--- src/rtl/load_store_unit.sv ---
// Load/store unit: turns a single core memory request into word-indexed
// accesses on a simple data memory. Handles byte/half/word loads with sign
// or zero extension, and stores. Partial stores use a read-modify-write.
module load_store_unit (
  input  logic        clk,
  input  logic        rst,
  input  logic        start,
  input  logic        mem_read,
  input  logic        mem_write,
  input  logic [2:0]  funct3,
  input  logic [31:0] addr,
  input  logic [31:0] wdata,
  output logic        busy,
  output logic        done,
  output logic        err,
  output logic [31:0] rdata,
  output logic [31:0] A,
  output logic [31:0] WD,
  output logic        WE,
  input  logic [31:0] RD
);

  typedef enum logic [1:0] {
    IDLE,
    ACCESS,
    WRITE,
    DONE
  } state_t;

  state_t      state;
  logic        op_store;
  logic [1:0]  lane_q;
  logic [2:0]  funct3_q;
  logic [15:0] wdata_q;

  logic        req_valid;
  logic        req_err;
  logic [31:0] shifted;
  logic [31:0] load_val;
  logic [31:0] merged;

  // Qualify the incoming request and flag illegal widths or misalignment
  always_comb begin
    req_valid = start & (mem_read ^ mem_write);
    req_err   = 1'b0;
    if (mem_read) begin
      case (funct3)
        3'b000, 3'b100: req_err = 1'b0;
        3'b001, 3'b101: req_err = addr[0];
        3'b010:         req_err = |addr[1:0];
        default:        req_err = 1'b1;
      endcase
    end else begin
      case (funct3)
        3'b000:  req_err = 1'b0;
        3'b001:  req_err = addr[0];
        3'b010:  req_err = |addr[1:0];
        default: req_err = 1'b1;
      endcase
    end
  end

  // Bring the addressed lane down to bit 0 and extend it to a full word
  always_comb begin
    shifted  = RD >> {lane_q, 3'b000};
    load_val = shifted;
    case (funct3_q)
      3'b000:  load_val = {{24{shifted[7]}}, shifted[7:0]};
      3'b100:  load_val = {24'h000000, shifted[7:0]};
      3'b001:  load_val = {{16{shifted[15]}}, shifted[15:0]};
      3'b101:  load_val = {16'h0000, shifted[15:0]};
      default: load_val = shifted;
    endcase
  end

  // Overlay the store byte or half onto the current memory word
  always_comb begin
    merged = RD;
    if (funct3_q[1:0] == 2'b00) begin
      merged[{lane_q, 3'b000} +: 8] = wdata_q[7:0];
    end else begin
      merged[{lane_q[1], 4'b0000} +: 16] = wdata_q[15:0];
    end
  end

  // Request sequencer with all memory-side and status outputs registered
  always_ff @(posedge clk or negedge rst) begin
    if (!rst) begin
      state    <= IDLE;
      op_store <= 1'b0;
      lane_q   <= 2'b00;
      funct3_q <= 3'b000;
      wdata_q  <= 16'h0000;
      busy     <= 1'b0;
      done     <= 1'b0;
      err      <= 1'b0;
      rdata    <= 32'h0;
      A        <= 32'h0;
      WD       <= 32'h0;
      WE       <= 1'b0;
    end else begin
      case (state)
        IDLE: begin
          if (req_valid) begin
            op_store <= mem_write;
            lane_q   <= addr[1:0];
            funct3_q <= funct3;
            wdata_q  <= wdata[15:0];
            busy     <= 1'b1;
            err      <= req_err;
            if (req_err) begin
              done  <= 1'b1;
              state <= DONE;
            end else begin
              A     <= {2'b00, addr[31:2]};
              state <= ACCESS;
              if (mem_write && (funct3 == 3'b010)) begin
                WE <= 1'b1;
                WD <= wdata;
              end
            end
          end
        end
        ACCESS: begin
          if (op_store && (funct3_q != 3'b010)) begin
            WE    <= 1'b1;
            WD    <= merged;
            state <= WRITE;
          end else begin
            if (!op_store) begin
              rdata <= load_val;
            end
            A     <= 32'h0;
            WE    <= 1'b0;
            WD    <= 32'h0;
            done  <= 1'b1;
            state <= DONE;
          end
        end
        WRITE: begin
          A     <= 32'h0;
          WE    <= 1'b0;
          WD    <= 32'h0;
          done  <= 1'b1;
          state <= DONE;
        end
        DONE: begin
          done  <= 1'b0;
          busy  <= 1'b0;
          state <= IDLE;
        end
        default: begin
          state <= IDLE;
        end
      endcase
    end
  end

endmodule
--- config.mk ---
export PLATFORM = sky130hd
export DESIGN_NAME = load_store_unit
export DESIGN_NICKNAME = d
export VERILOG_FILES = /design/src/rtl/load_store_unit.sv
export SDC_FILE = /design/constraint.sdc
export NUM_CORES = 1
export LEC_CHECK = 0
export CAP_MARGIN = 25
export CORE_UTILIZATION = 44
export DETAILED_ROUTE_END_ITERATION = 16
export PLACE_DENSITY_LB_ADDON = 0.08
export SYNTH_ARGS = -nofsm -noshare
export SYNTH_HDL_FRONTEND = slang
export SYNTH_SLANG_ARGS = --single-unit
--- constraint.sdc ---
create_clock -name clk -period 2.2 [get_ports clk]
set_clock_uncertainty 0.1 [all_clocks]
set_input_delay 0.66 -clock clk [delete_from_list [all_inputs] [get_ports clk]]
set_output_delay 0.66 -clock clk [all_outputs]
set_load 0.01 [all_outputs]
==> reports/metrics.yaml, run 1 <==
worst_hold_path:
  min_from: "err"
  hold_path_class: "register to register"
  holdPathStages: 2
  holdPathEnd: "err"
power:
  p_clk_frac: 0.166
  seq_power_share: 0.246
  pwr_density_cell_mw_per_mm2: 1490
  power.leakage_nw: 4.79
  ir_worst_vdd_mv: 0.840
  p_sw_frac: 0.398
  p_sw_mw: 6.38
  p_int_mw: 9.65
  comb_power_share: 0.588
clock_network:
  htree_levels: 4
  cts_tree: "yes"
  clockBufferDepth: 2
  clock_insertion_delay_worst_skew_ns: 0.42
  clock-sinks: 122
  root_buffer: "clkbuf_16"
  clk_pin_slew_ns: 0.06
  cts_made_buffers: 17
floorplanning:
  die_x_um: 130
  die_area_mm2: 0.0168
  ios: 204
  core_mm2: 0.0159
  rows: 46
  initial_core_util: 0.451
  die_h_um: 130
global_route:
  grt_pass1_vias: 6990
  grt_max_degree: 64
  antenna_found_initial: 0
  grt_usage: 0.300
  grt_pass1_wl_um: 38000
  globalRouteOverflowTotal: 0
critical_path:
  reg2regPathDepth: 7
  r2r-end: "WD[9]"
  slowest_stage: "dfrtp_2"
  end_kind: "register"
  criticalPathCategory: "register to register"
  rr_startpoint: "lane_q[1]"
  crit_fanout: 6
  crit_path_max_incr_delay_ns: 0.41
  crit_chain: "inv_4 -> buf_4 -> ha_1 -> and4b_2 -> a221o_1 -> a32o_1 -> mux2_4"
  worst-path-buf-inv: 2
  cp_data_arrival_time_ns: 2.38
  cp-start-kind: "register"
  critPathRequiredTime_ns: 2.41
  r2r_slack_ns: 0.03
  cp_top_family: "compound AO/OA/AOI/OAI gates"
timing:
  drv_slew: 0
  fmax_ghz: 0.460
  finalCritPeriodShare: 0.988
  post-route-min-period_ns: 2.17
  final.setup.tns_ns: 0
  hold_violations: 0
  relSlewSlack: 0.524
  worst_pin_slew_ns: 0.713
  setup_viol: 0
place:
  dp_hpwl_um: 17700
  gp_congestion: 0.965
  io_buffers: 201
  dp_cells: 1212
detailed_routing:
  drc: 0
  via_per_inst: 5.74
  totalWireLength_um: 24600
  wl_met2_um: 11500
  top_layer: "met4"
  met1_length_um: 10400
  drtPass1Iterations: 5
  dr_wl_met3_um: 2000
  ant_nets: 0
  vias: 7187
  drt_iter0_drc: 734
  wire_per_inst_um: 19.7
yosys:
  syn_area_per_cell_um2: 9.22
  syn-cell-area_mm2: 0.00717
  synth_edf_count: 0
  async_flop_share: 1.00
  ys_seq_elements: 122
  synth_seq_area_share: 0.426
  yosys_warnings: 0
  ys_types: 55
  synth_flop_cell: "dfrtp_1"
  syn_inst: 777
final_layout:
  antenna_cells: 0
  drive_above_1_share: 0.173
  fin_cells: 1252
  final_nets: 1138
  area_growth_pct: 49.7
  nFillCells: 1241
outcome:
  status: "finished, final reports clean"
run:
  cap_violations: 0
[logic make-up (layout without fill, tap and decap cells)]
group / count (synthesis) / count (layout) / synth area share
AO/OA/AOI/OAI: 211 / 211 / 0.222
adder cells (fa/ha/maj): 9 / 9 / 0.0157
multiplexers: 72 / 72 / 0.109
flip-flops: 122 / 122 / 0.426
AND/OR/NAND/NOR: 240 / 240 / 0.149
other: 1 / 2 / 0.000523
buffers and inverters: 121 / 379 / 0.0760
XOR/XNOR: 1 / 1 / 0.00227
[flip-flops by register name, indices dropped and copies added, names as in the netlist]
register and flops:
lane_q 2, op_store 1, A 30, state 2, WD 32, err 1
wdata_q 16, rdata 32, funct3_q 3, WE 1, busy 1, done 1
[worst reg2reg max path, stage by stage (launching register included)]
cell and delay, ns:
dfrtp_2 0.41, inv_4 0.06, buf_4 0.16, ha_1 0.21
and4b_2 0.28, a221o_1 0.34, a32o_1 0.25, mux2_4 0.26
[cells in the final DEF, fill, tap and decap left out, types with 3 or more instances in the layout]
cell	n
a211o_1	30
a211oi_1	44
a21oi_1	35
a221o_1	12
a221oi_2	4
a32o_1	11
a41oi_1	7
and2_1	5
buf_12	13
buf_4	71
buf_6	4
clkbuf_1	3
clkbuf_16	17
clkdlybuf4s50_1	192
clkinv_2	5
dfrtp_1	120
dlygate4sd2_1	4
ha_1	7
inv_1	53
mux2_2	23
mux2_4	4
mux2i_1	44
nand2_1	110
nand2b_1	4
nand3_1	8
nand4_1	7
nor2_1	66
nor2b_1	11
nor3_1	8
o21ai_0	23
o2bb2ai_1	15
o32ai_1	14
[power groups by stage]
stage          sequential, mW  clock, mW  combinational, mW
2_1_floorplan            4.10          0               4.73
3_3_place_gp             3.91          0               8.36
3_5_place_dp             3.94          0               8.60
4_1_cts                  3.92       2.70               9.18
5_1_grt                  4.05       2.79               10.1
6_report                 3.94       2.66               9.42
[synthesized netlist by cell type (2+ instances only)]
library cell	count	share of area
a221o_1	12	0.017
nor2_1	67	0.035
nor2b_1	11	0.0096
nor3_1	9	0.0063
a21o_1	2	0.0021
a221oi_1	5	0.0061
o2bb2ai_1	15	0.018
a211o_1	30	0.037
nand2b_1	4	0.0035
mux2i_1	44	0.061
mux2_2	24	0.038
ha_1	9	0.016
o21ai_2	2	0.0024
and3_1	2	0.0017
nand4_1	7	0.0061
a211oi_1	44	0.046
inv_1	57	0.030
buf_4	5	0.0052
dfrtp_1	122	0.43
o21ai_0	23	0.016
o31ai_1	2	0.0021
buf_2	21	0.015
o32ai_1	14	0.017
clkbuf_1	30	0.016
a32o_1	11	0.015
nand2_1	111	0.058
mux2_4	3	0.0063
nor4bb_1	2	0.0028
a41oi_1	7	0.0086
buf_6	6	0.0094
a21oi_1	37	0.026
buf_1	2	0.0010
and2_1	7	0.0061
nand3_1	9	0.0063
[worst max path at each step]
stage                    from  endpoint  slack, ns  depth (start not counted)
global route        lane_q[1]     WD[9]     -0.003                          7
finish              lane_q[1]     WD[9]       0.03                          7
detailed placement  funct3[0]    WD[30]      -0.53                          6
floorplan           lane_q[1]    WD[10]       0.02                          8
global placement    funct3[0]    WD[27]      -0.46                          6
CTS                 funct3[2]    WD[12]      0.002                          7
[metrics by stage]
step                      hold slack, ns  instance area (µm²)  setup slack, ns  total power, mW  utilization
after floorplan                    0.264                 7200           0.0186             8.83            -
after global placement             0.369                 9900           -0.462             12.3        0.624
after detailed placement           0.375                 9910           -0.534             12.5        0.624
after CTS                          0.387                10700          0.00174             15.8        0.671
after global routing               0.425                10700         -0.00274             16.9        0.675
final                              0.383                10700           0.0274             16.0        0.675
[layer usage]
layer  global-route usage  vias up
met3               0.0669       48
met1                0.409     3504
met5                    0        -
met2                0.464      348
li1                     -     3287
met4                0.118        0
[cell type report]
cell class,count,area [µm²],area share
multi-input combinational,535,3710,0.346
sequential,122,3060,0.285
timing repair buffer,292,2920,0.272
clock buffer,21,450,0.0420
tap,216,270,0.0252
inverter,57,219,0.0204
clock inverter,9,100,0.00933
[what timing repair did]
item,4_1_cts,5_1_grt
pin swaps,5,9
gates resized for setup,27,17
buffers inserted,4,4
setup endpoints to repair,29,16
hold buffers,1,0
gates cloned,2,0
endpoints found under the hold margin,13,0
No activity file was read; power rests on OpenSTA's default activity.
==> inputs of run 2 (changes only) <==
--- a/config.mk
+++ b/config.mk
@@ -7,7 +7,9 @@
 export LEC_CHECK = 0
 export CAP_MARGIN = 25
 export CORE_UTILIZATION = 44
+export CTS_BUF_LIST = sky130_fd_sc_hd__clkbuf_16
 export DETAILED_ROUTE_END_ITERATION = 16
+export MAX_ROUTING_LAYER = met4
 export PLACE_DENSITY_LB_ADDON = 0.08
 export SYNTH_ARGS = -nofsm -noshare
 export SYNTH_HDL_FRONTEND = slang
==> run 2 against run 1 <==
  * First-iteration DRC count decreased by 28%
  * Wire length grew 0.72%
  * Setup slack improved by 0.036 ns
  * Clock-buffer cell count down 4
  * Combinational power up 0.5%
  * Die area unchanged
==> reports/metrics.yaml, run 2 (synthesis gave the netlist of run 1 again) <==
outcome:
  status: "finished, final reports clean"  # unchanged
critical_path:
  crit_fanout: 4  # was 6
  end_kind: "register"  # unchanged
  critPathRequiredTime_ns: 2.41  # about the same
  cp_data_arrival_time_ns: 2.34  # was 2.38 ns
  criticalPathCategory: "register to register"  # unchanged
  slowest_stage: "dfrtp_2"  # unchanged
  crit_path_max_incr_delay_ns: 0.44  # was 0.41 ns
  crit_chain: "buf_4 -> ha_1 -> and4b_2 -> a221o_1 -> a32o_1 -> mux2_2"  # was inv_4 -> buf_4 -> ha_1 -> and4b_2 -> a221o_1 -> a32o_1 -> mux2_4
  cp-start-kind: "register"  # unchanged
power:
  pwr_density_cell_mw_per_mm2: 1500  # was 1490 mW/mm²
  p_int_mw: 9.65  # about the same
  comb_power_share: 0.585  # was 0.588
  p_sw_frac: 0.404  # was 0.398
  p_clk_frac: 0.171  # was 0.166
  power.leakage_nw: 4.77  # was 4.79 nW
  ir_worst_vdd_mv: 0.971  # was 0.840 mV
  p_sw_mw: 6.53  # was 6.38 mW
  seq_power_share: 0.244  # was 0.246
floorplanning:
  core_mm2: 0.0159  # unchanged
  ios: 204  # unchanged
  initial_core_util: 0.451  # unchanged
  die_area_mm2: 0.0168  # unchanged
  rows: 46  # unchanged
  die_h_um: 130  # unchanged
  die_x_um: 130  # unchanged
timing:
  final.setup.tns_ns: 0  # unchanged
  rsz0062_at_grt: "no"
  hold_violations: 0  # unchanged
  post-route-min-period_ns: 2.14  # was 2.17 ns
  setup_viol: 0  # unchanged
  fmax_ghz: 0.468  # was 0.460 GHz
  relSlewSlack: 0.511  # was 0.524
  drv_slew: 0  # unchanged
  worst_pin_slew_ns: 0.732  # was 0.713 ns
  finalCritPeriodShare: 0.971  # was 0.988
  hold_slack_ns: 0.0443  # was 0.383 ns
final_layout:
  drive_above_1_share: 0.176  # was 0.173
  final_common_cell: "clkdlybuf4s50_1"  # unchanged
  final_cell_mix: "194 x clkdlybuf4s50_1, 120 x dfrtp_1, 110 x nand2_1"  # was 192 x clkdlybuf4s50_1, 120 x dfrtp_1, 110 x nand2_1
  top_regs: "WD (32), rdata (32), A (30)"  # unchanged
  fin_cells: 1258  # was 1252
  final_nets: 1141  # was 1138
  area_growth_pct: 50.4  # was 49.7%
clock_network:
  postCtsHoldBufs: 0  # was 1
  cts_made_buffers: 17  # unchanged
  clockBufferDepth: 2  # unchanged
  clk_pin_slew_ns: 0.06  # about the same
  root_buffer: "clkbuf_16"  # unchanged
  cts_tree: "yes"  # unchanged
  clock-sinks: 122  # unchanged
  htree_levels: 4  # unchanged
  clock_insertion_delay_worst_skew_ns: 0.42  # about the same
place:
  gp_congestion: 0.978  # was 0.965
  dp_hpwl_um: 18200  # was 17700 µm
  dp_cells: 1218  # was 1212
  io_buffers: 201  # unchanged
global_route:
  antenna_found_initial: 1  # was 0
  globalRouteOverflowTotal: 0  # unchanged
  grt_pass1_wl_um: 38100  # was 38000 µm
  grt_usage: 0.311  # was 0.300
  grt_pass1_vias: 7104  # was 6990
  grt_max_degree: 42  # was 64
detailed_routing:
  wire_per_inst_um: 19.7  # about the same
  ant_nets: 0  # unchanged
  via_per_inst: 5.74  # about the same
  drc: 0  # unchanged
  vias: 7224  # was 7187
  drtPass1Iterations: 5  # unchanged
  drt_iter0_drc: 527  # was 734
  totalWireLength_um: 24800  # was 24600 µm
worst_hold_path:
  hold_path_class: "input port to asynchronous set/reset pin"  # was register to register
run:
  cap_violations: 0  # unchanged
run 2: worst max-delay path, delay by kind of cell, from the launching register on:
| family | cells | cell delay (ns) |
|---|---|---|
| buffers and inverters | 1 | 0.16 |
| muxes | 1 | 0.26 |
| AOI/OAI and AO/OA | 2 | 0.58 |
| adders and majority gates | 1 | 0.20 |
| and+or+nand+nor | 1 | 0.27 |
| DFF | 1 | 0.44 |
run 2: area by class of cell:
type	instances	area (µm²)
Timing Repair Buffer	295	2940
Fill cell	1280	5110
Tap cell	216	270
Inverter	57	219
Sequential cell	122	3060
Antenna cell	1	2.50
Clock buffer	17	425
Multi-Input combinational cell	535	3710
Clock inverter	15	150
run 2: worst paths after layout:
kind                            from  depth (start not counted)     endpoint  slack (ns)
setup / recovery           lane_q[0]                          6        WD[9]        0.06
max in group asynchronous        rst                          2  wdata_q[13]        1.31
min in group clk            rdata[6]                          2     rdata[6]        0.40
setup reg to reg           lane_q[0]                          6        WD[9]        0.06
hold reg to reg             rdata[6]                          2     rdata[6]        0.40
hold / removal                   rst                          1    rdata[26]        0.04
run 2: power groups by stage:
stage                     combinational, mW  sequential, mW  clock (mW)
after floorplan                        4.73            4.10           0
after global placement                 8.39            3.92           0
after detailed placement               8.64            3.94           0
after CTS                              9.29            3.92        2.78
after global routing                   10.2            4.04        2.89
final                                  9.47            3.95        2.76
run 2: per-layer routing:
layer	vias to the layer above	share of wire	GRT usage
li1	3306	-	-
met1	3568	0.43	0.409
met2	312	0.47	0.472
met3	38	0.072	0.0669
met4	0	0.025	0.110
met5	-	0	-
run 2: metrics by stage:
stage | cell area (µm²) | worst slack, ns | util | power [mW]
5_1_grt | 10800 | 0.0127 | 0.678 | 17.1
6_report | 10800 | 0.0639 | 0.678 | 16.2
2_1_floorplan | 7200 | 0.0186 | - | 8.83
3_5_place_dp | 9940 | -0.530 | 0.626 | 12.6
4_1_cts | 10700 | 0.00668 | 0.674 | 16.0
3_3_place_gp | 9940 | -0.471 | 0.626 | 12.3
run 2: repair_timing:
item                       CTS  global route
pin swaps                    5             5
gates cloned                 3             0
resized for setup           24            12
buffers inserted             4             2
setup endpoints to repair   29            30
==> inputs of run 3 (changes only) <==
--- a/config.mk
+++ b/config.mk
@@ -5,7 +5,6 @@
 export SDC_FILE = /design/constraint.sdc
 export NUM_CORES = 1
 export LEC_CHECK = 0
-export CAP_MARGIN = 25
 export CORE_UTILIZATION = 44
 export CTS_BUF_LIST = sky130_fd_sc_hd__clkbuf_16
 export DETAILED_ROUTE_END_ITERATION = 16
==> run 3 against run 2 <==
  * Die area is the same
  * Clock-buffer cell count is the same
  * Final area grew 0.81%
  * Highest routed layer unchanged
  * Sequential share of layout area shrank 0.23 points
  * Flip-flop and latch count is the same
  * Non-clock buffer count grew 6
  * Utilization grew 0.55 points
  * Critical endpoint unchanged
  * First-iteration DRC count grew 12%
  * Critical path type unchanged
==> reports/metrics.yaml, run 3 (synthesis gave the netlist of run 1 again) <==
clock_network:
  postCtsHoldBufs: 0  # unchanged
  root_buffer: "clkbuf_16"  # unchanged
  clock_insertion_delay_worst_skew_ns: 0.42  # about the same
  cts_tree: "yes"  # unchanged
  clockBufferDepth: 2  # unchanged
  cts_made_buffers: 17  # unchanged
  clk_pin_slew_ns: 0.06  # about the same
  htree_levels: 4  # unchanged
  clock-sinks: 122  # unchanged
detailed_routing:
  drc: 0  # unchanged
  via_per_inst: 5.65  # was 5.74
  drtPass1Iterations: 5  # unchanged
  ant_nets: 0  # unchanged
  vias: 7141  # was 7224
  drt_iter0_drc: 588  # was 527
  wire_per_inst_um: 19.7  # about the same
  totalWireLength_um: 24800  # about the same
place:
  dp_cells: 1217  # was 1218
  dp_hpwl_um: 18100  # was 18200 µm
  gp_congestion: 0.978  # unchanged
  io_buffers: 201  # unchanged
  dp_slack_ns: -0.537  # was -0.530 ns
power:
  ir_worst_vdd_mv: 0.723  # was 0.971 mV
  pwr_density_cell_mw_per_mm2: 1520  # was 1500 mW/mm²
  fin_total_pwr_mw: 16.5  # was 16.2 mW
  power.leakage_nw: 4.86  # was 4.77 nW
critical_path:
  startpoint: "lane_q[1]"  # was lane_q[0]
  reg2regPathDepth: 7  # was 6
  cp-start-kind: "register"  # unchanged
  criticalPathCategory: "register to register"  # unchanged
  crit_chain: "inv_4 -> ha_4 -> buf_4 -> and4b_2 -> a221o_1 -> a32o_1 -> mux2_4"  # was buf_4 -> ha_1 -> and4b_2 -> a221o_1 -> a32o_1 -> mux2_2
  end_kind: "register"  # unchanged
  cp_top_family: "compound AO/OA/AOI/OAI gates"  # unchanged
  cp_num_cells: 7  # was 6
  r2r_slack_ns: 0.02  # was 0.06 ns
  cp_data_arrival_time_ns: 2.38  # was 2.34 ns
  worst-path-buf-inv: 2  # was 1
  crit_path_max_incr_delay_ns: 0.43  # was 0.44 ns
  crit_fanout: 5  # was 4
  critPathRequiredTime_ns: 2.40  # was 2.41 ns
  endpoint: "WD[9]"  # unchanged
  rr_startpoint: "lane_q[1]"  # was lane_q[0]
  slowest_stage: "dfrtp_2"  # unchanged
  r2r-end: "WD[9]"  # unchanged
timing:
  finalCritPeriodShare: 0.993  # was 0.971
  setup_ws_ns: 0.0161  # was 0.0639 ns
  relSlewSlack: 0.518  # was 0.511
  post-route-min-period_ns: 2.18  # was 2.14 ns
  hold_violations: 0  # unchanged
  drv_slew: 0  # unchanged
  worst_pin_slew_ns: 0.721  # was 0.732 ns
  final.setup.tns_ns: 0  # unchanged
  fmax_ghz: 0.458  # was 0.468 GHz
  setup_viol: 0  # unchanged
worst_hold_path:
  hold_path_class: "input port to asynchronous set/reset pin"  # unchanged
final_layout:
  area_growth_pct: 51.6  # was 50.4%
  seqCellArea_mm2: 0.00306  # unchanged
  drive_above_1_share: 0.176  # about the same
  final_common_cell: "clkdlybuf4s50_1"  # unchanged
  fin_cells: 1263  # was 1258
  final_cell_mix: "194 x clkdlybuf4s50_1, 120 x dfrtp_1, 111 x nand2_1"  # was 194 x clkdlybuf4s50_1, 120 x dfrtp_1, 110 x nand2_1
  final_nets: 1147  # was 1141
  multi_input_area_mm2: 0.00369  # was 0.00371 mm²
  nFillCells: 1252  # was 1280
  top_regs: "WD (32), rdata (32), A (30)"  # unchanged
  fin_util: 0.684  # was 0.678
  antenna_cells: 0  # was 1
global_route:
  grt_usage: 0.311  # about the same
  grt_pass1_vias: 7082  # was 7104
  antenna_found_initial: 0  # was 1
  grt_max_degree: 42  # unchanged
  globalRouteOverflowTotal: 0  # unchanged
  grt_pass1_wl_um: 38200  # was 38100 µm
floorplanning:
  core_mm2: 0.0159  # unchanged
  die_h_um: 130  # unchanged
  rows: 46  # unchanged
  ios: 204  # unchanged
  initial_core_util: 0.451  # unchanged
  die_area_mm2: 0.0168  # unchanged
  die_x_um: 130  # unchanged
outcome:
  status: "finished, final reports clean"  # unchanged
run:
  cap_violations: 0  # unchanged
==> run 3: changes by cell type in the layout (fill, tap and decap cells not counted), sizes merged <==
cell	previous run	this run
dlymetal6s2s	0	2
clkinvlp	5	1
buf	95	101
inv	60	59
bufinv	2	5
diode	1	0
clkinv	5	7
dlygate4sd2	6	4
==> run 3: report_power, final <==
part	internal [mW]	switching, mW	leakage (nW)	total [mW]
combinational	4.83	4.71	3.02	9.54
sequential	3.21	0.728	1.53	3.94
clock	1.99	1.04	0.312	3.03
total	10.0	6.48	4.86	16.5
==> run 3: worst min-delay path by stage <==
stage               cells past startpoint         to      from  slack [ns]
floorplan                               0       A[0]       rst        0.26
global placement                        2        err       err        0.37
detailed placement                      2   rdata[2]  rdata[2]        0.38
CTS                                     1  rdata[26]       rst        0.05
global route                            1  rdata[27]       rst        0.06
finish                                  1  rdata[26]       rst        0.04
==> run 3: worst register-to-register path, delay by kind of cell (launching register included) <==
kind,cells,cell delay (ns)
fa+ha+maj,1,0.21
mux,1,0.25
simple gates,1,0.25
compound gates,2,0.60
flops,1,0.43
buf+inv,2,0.23
==> run 3: timing repair <==
item | CTS | global route
resized for setup | 18 | 16
pin swaps | 4 | 6
endpoints found under the setup margin | 29 | 54
buffers inserted | 4 | 7
cloned | 3 | 0
==> run 3: stage by stage <==
| stage | area [µm²] | hold WS (ns) |
|---|---|---|
| 2_1_floorplan | 7200 | 0.264 |
| 3_3_place_gp | 9940 | 0.371 |
| 3_5_place_dp | 9940 | 0.384 |
| 4_1_cts | 10700 | 0.0466 |
| 5_1_grt | 10900 | 0.0577 |
| 6_report | 10900 | 0.0442 |
==> run 3: cell type report <==
type,instances,share of cell area
Timing Repair Buffer,301,0.275
Sequential cell,122,0.281
Inverter,57,0.0202
Tap cell,216,0.0249
Clock inverter,15,0.0191
Clock buffer,17,0.0392
Multi-Input combinational cell,535,0.340
==> run 3: metal layers <==
layer	global-route usage	wire, µm	up-vias
li1	-	-	3311
met1	0.420	10800	3462
met2	0.479	11900	329
met3	0.0475	1690	39
met4	0.0992	439	0
met5	-	0	-
